File: config.mk
export PLATFORM = sky130hd
export DESIGN_NAME = hazard_ctrl
export DESIGN_NICKNAME = d
export VERILOG_FILES = /design/src/rtl/hazard_ctrl.sv
export SDC_FILE = /design/constraint.sdc
export NUM_CORES = 1
export LEC_CHECK = 0
export ABC_AREA = 1
export BUFFER_PORTS_ARGS = -buffer_cell sky130_fd_sc_hd__clkbuf_2
export CAP_MARGIN = 0
export CORE_MARGIN = 3
export CORE_UTILIZATION = 27
export CTS_BUF_LIST = sky130_fd_sc_hd__clkbuf_8
export CTS_CLUSTER_DIAMETER = 100
export CTS_CLUSTER_SIZE = 8
export DETAILED_ROUTE_END_ITERATION = 7
export MAX_ROUTING_LAYER = met4
export PLACE_DENSITY_LB_ADDON = 0.15
export SYNTH_ARGS = -nofsm -noshare
export SYNTH_HDL_FRONTEND = slang
export SYNTH_SLANG_ARGS = --single-unit
File: constraint.sdc
create_clock -name clk_i -period 1.7 [get_ports clk_i]
set_input_delay 0.425 -clock clk_i [delete_from_list [all_inputs] [get_ports clk_i]]
set_output_delay 0.425 -clock clk_i [all_outputs]
set_load 0.005 [all_outputs]
File: src/rtl/hazard_ctrl.sv
// Pipeline hazard controller: load-use stalls, branch flushes and memory-wait freezes.
// Optional performance counters are built only when HAZARD_PERF_CNT_EN is defined.
module hazard_ctrl (
  input  logic        clk_i,
  input  logic        rst_i,
  input  logic [31:0] IF_ID_instruction_i,
  input  logic [31:0] ID_EX_instruction_i,
  input  logic        ID_EX_memRead_i,
  input  logic        EX_MEM_branch_taken_i,
  input  logic        mem_busy_i,
  output logic        pc_write_o,
  output logic        IF_ID_write_o,
  output logic        IF_ID_flush_o,
  output logic        ID_EX_flush_o,
  output logic        EX_MEM_flush_o,
  output logic        freeze_o,
  output logic [1:0]  state_o,
  output logic [15:0] stall_cnt_o,
  output logic [15:0] flush_cnt_o
);

  typedef enum logic [1:0] {
    RUN      = 2'b00,
    LU_STALL = 2'b01,
    FLUSH    = 2'b10,
    MEM_WAIT = 2'b11
  } state_t;

  state_t     state_q, state_d;
  logic       pending_q, pending_d;
  logic [4:0] if_rs, if_rt, ex_rt;
  logic       load_use;
  logic       unused_bits;

  assign if_rs = IF_ID_instruction_i[25:21];
  assign if_rt = IF_ID_instruction_i[20:16];
  assign ex_rt = ID_EX_instruction_i[20:16];

  assign unused_bits = ^{IF_ID_instruction_i[31:26], IF_ID_instruction_i[15:0],
                         ID_EX_instruction_i[31:21], ID_EX_instruction_i[15:0]};

  assign load_use = ID_EX_memRead_i && (ex_rt != 5'd0) &&
                    ((ex_rt == if_rs) || (ex_rt == if_rt));

  // Priority: memory freeze, then branch flush (including one deferred by a freeze), then load-use.
  always_comb begin
    state_d        = RUN;
    pending_d      = pending_q;
    pc_write_o     = 1'b1;
    IF_ID_write_o  = 1'b1;
    IF_ID_flush_o  = 1'b0;
    ID_EX_flush_o  = 1'b0;
    EX_MEM_flush_o = 1'b0;
    freeze_o       = 1'b0;
    if (!rst_i) begin
      pending_d = 1'b0;
    end else if (mem_busy_i) begin
      state_d       = MEM_WAIT;
      freeze_o      = 1'b1;
      pc_write_o    = 1'b0;
      IF_ID_write_o = 1'b0;
      if (EX_MEM_branch_taken_i)
        pending_d = 1'b1;
    end else if (EX_MEM_branch_taken_i || pending_q) begin
      state_d        = FLUSH;
      pending_d      = 1'b0;
      IF_ID_flush_o  = 1'b1;
      ID_EX_flush_o  = 1'b1;
      EX_MEM_flush_o = 1'b1;
    end else if (load_use) begin
      state_d       = LU_STALL;
      pc_write_o    = 1'b0;
      IF_ID_write_o = 1'b0;
      ID_EX_flush_o = 1'b1;
    end
  end

  always_ff @(posedge clk_i) begin
    if (!rst_i) begin
      state_q   <= RUN;
      pending_q <= 1'b0;
    end else begin
      state_q   <= state_d;
      pending_q <= pending_d;
    end
  end

  assign state_o = state_q;

`ifdef HAZARD_PERF_CNT_EN
  logic [15:0] stall_cnt_q, flush_cnt_q;

  // Both counters saturate rather than wrap so long runs stay meaningful.
  always_ff @(posedge clk_i) begin
    if (!rst_i) begin
      stall_cnt_q <= 16'h0000;
      flush_cnt_q <= 16'h0000;
    end else begin
      if (((state_d == LU_STALL) || (state_d == MEM_WAIT)) && (stall_cnt_q != 16'hFFFF))
        stall_cnt_q <= stall_cnt_q + 16'd1;
      if ((state_d == FLUSH) && (flush_cnt_q != 16'hFFFF))
        flush_cnt_q <= flush_cnt_q + 16'd1;
    end
  end

  assign stall_cnt_o = stall_cnt_q;
  assign flush_cnt_o = flush_cnt_q;
`else
  assign stall_cnt_o = 16'h0000;
  assign flush_cnt_o = 16'h0000;
`endif

endmodule

==> reports/metrics.csv <==
metric,value,unit
status,"finished, final reports clean",
fin worst setup slack,80.13,ps
RD Place Congestion,0.6854,
WL met3,187,um
"Largest stage delay, worst path",110,ps
CP max stage cell,buf_4,
Met1 Routed Length,462,um
clk_skew,1.618,ps
area grow syn2layout,24.59,%
CP most frequent cell,nand2_2,
reg2reg start,pending_q,
Num CTS Buffers,3,
Static Leak,0.4866,nW
layout cells sized above 1,38.46,%
synth top area cells,"buf_4, nand2_1, dfxtp_1",
initial core utilization,29.66,%
Clk pwr share,48.9,%
Clock transition at path regs,30,ps
Max Buffers Root-to-Sink,2,
post-synth top area share,42.15,%
post_cts resized,0,
area share of and/or/nand/nor cells after synthesis,30.79,%
most frequent cells in the layout,"conb_1, clkbuf_2, nand2_1",
Max Slew Vio Count,0,
sequential share of the synthesized area,9.917,%
vias after detailed routing,555,
CP Capture Type,primary output,
synth warn,0,
type of origin of the critical path,input port,
FP Rows,16,
Post-Layout Cell Count,157,
TritonRoute pass-1 iters,2,
post-CTS setup buffers,0,
WL per Instance,7.229,um
first-pass GRT wire length,1.414,mm
fraction of synthesized area in multiplexers,0,%
RSZ-0062 raised after global routing,yes,
largest family of logic cells by synthesized area,buffers and inverters,
diode count,0,
Die H,53.36,um
dpl ws,26.21,ps
Num Clock Sinks,3,
Sw Pwr,0.0001214,W
final antenna-violating net count,0,
CP required,1270,ps
Cell Int Power,0.0002872,W
TritonCTS clock tree,done,
Die ar.,2847,um2
CP cell instances,buf_4 -> inv_2 -> nand2_2 -> nand2_1 -> nor2_1 -> nand3_1 -> nand2_2 -> nand3_2 -> nand2_2 -> inv_2 -> clkbuf_2,
Die X,53.36,um
drt total wl,1.135,mm
final hold vios,0,
Synth area leader,buf_4,
Top Layer Used,met4,
crit path launch,ID_EX_instruction_i[20],
initial antenna violation count,0,
vias in the first global route,384,
gr ovfl total,0,
cell area after synthesis,605.6,um2
met2 wire length,475,um
# nets final,200,
gr usage total,7.185,%
r2r setup slk,930,ps
largest net degree at the start of global routing,5,
post-synthesis compound-gate area fraction,2.479,%
clk root buf,clkbuf_8,
Post-CTS Hold Buffers,0,
port buffer count,27,
"most common cell after layout, fill and taps aside",conb_1,
Flop pwr share,18.9,%
initial DRC count,6,
Tcrit/Tclk final,95.29,%
post-synth cell types,16,
Overall Power,0.0004086,W
Peak VDD IR,0.2168,mV
crit path DAT,1190,ps
DRC,0,
post-DP HPWL,1.009,mm
Synth Area in XOR/XNOR,2.893,%
Gate power share,32.1,%
post-layout minimum cycle time,1620,ps
path type of the worst setup path,input port to primary output,
min-delay worst type,input port to flip-flop,
via/cell ratio,3.535,
Hold Startpoint,EX_MEM_branch_taken_i,
pwr dens,541.6,nW/um2
crit path max fanout,4,
placed cells,153,
Final setup violation count,0,
Ports,109,
area of the core,2042,um2
Adder-Cell Fraction of Synth Area,0,%
Max Cap Viol,0,
average size of a mapped cell,5.937,um2
Syn Inst Count,102,
flop and latch count out of synthesis,3,
CTS H-tree lvls,1,
Worst-Skew Late Latency,210,ps
Fmax achieved,0.6173,GHz
sw frac,29.70,%
## logic make-up after synthesis
family / Yosys count
AOI/OAI and AO/OA: 3
xor gates and xnor gates: 2
buffers and inverters: 52
DFF: 3
other: 1
and+or+nand+nor: 41
## worst max-delay path, delay by kind of cell
family | cells | cell delay, ps
and+or+nand+nor | 7 | 490
buffers and inverters | 4 | 280
## sequential cells by signal, indices dropped and copies added (netlist names)
signal     flops
pending_q      1
state_o        2
## path summary, 6_finish.rpt
kind,end,cells past startpoint
worst max-delay path,IF_ID_write_o,11
worst min-delay path,pending_q,3
worst max register to register,state_o[1],2
worst min register to register,pending_q,2
## power groups by stage
| stage | sequential [W] | combinational [W] | clock (W) |
|---|---|---|---|
| 2_1_floorplan | 0.0000789 | 0.000120 | 0 |
| 3_3_place_gp | 0.0000783 | 0.000110 | 0 |
| 3_5_place_dp | 0.0000783 | 0.000111 | 0 |
| 4_1_cts | 0.0000774 | 0.000112 | 0.000205 |
| 5_1_grt | 0.0000776 | 0.000150 | 0.000211 |
| 6_report | 0.0000773 | 0.000131 | 0.000200 |
## per-layer routing
| layer | up-vias | global-route usage, % |
|---|---|---|
| li1 | 289 | - |
| met1 | 220 | 8.444 |
| met2 | 44 | 10.00 |
| met3 | 2 | 2.535 |
| met4 | 0 | 5.106 |
| met5 | - | - |
## final cells by class
class / count / area [um2]
fill: 241 / 1287
multi-input combinational: 78 / 364.1
timing repair buffer: 27 / 181.4
inverter: 18 / 70.07
sequential: 3 / 60.06
clock buffer: 3 / 41.29
tap: 27 / 33.78
clock inverter: 1 / 3.754
## metrics by stage
stage                     cell area (um2)  setup TNS (ps)  hold slack, ps  util [%]
after floorplan                     721.9               0           536.7         -
after global placement              635.6               0           558.7     31.13
after detailed placement            635.6               0           567.9     31.13
after CTS                           680.7               0           521.8     33.33
after global routing                754.5          -72.02           546.5     36.95
final                               754.5               0           525.1     36.95
## synth_stat cells (all sizes together)
library cell and n:
buf 34, clkinv 1, conb 1, dfxtp 3
inv 17, nand2 25, nand3 4, nand4 1
nor2 10, nor3 1, o21ai 3, xnor2 2
Note: power is estimated with default switching activity, not from simulation.
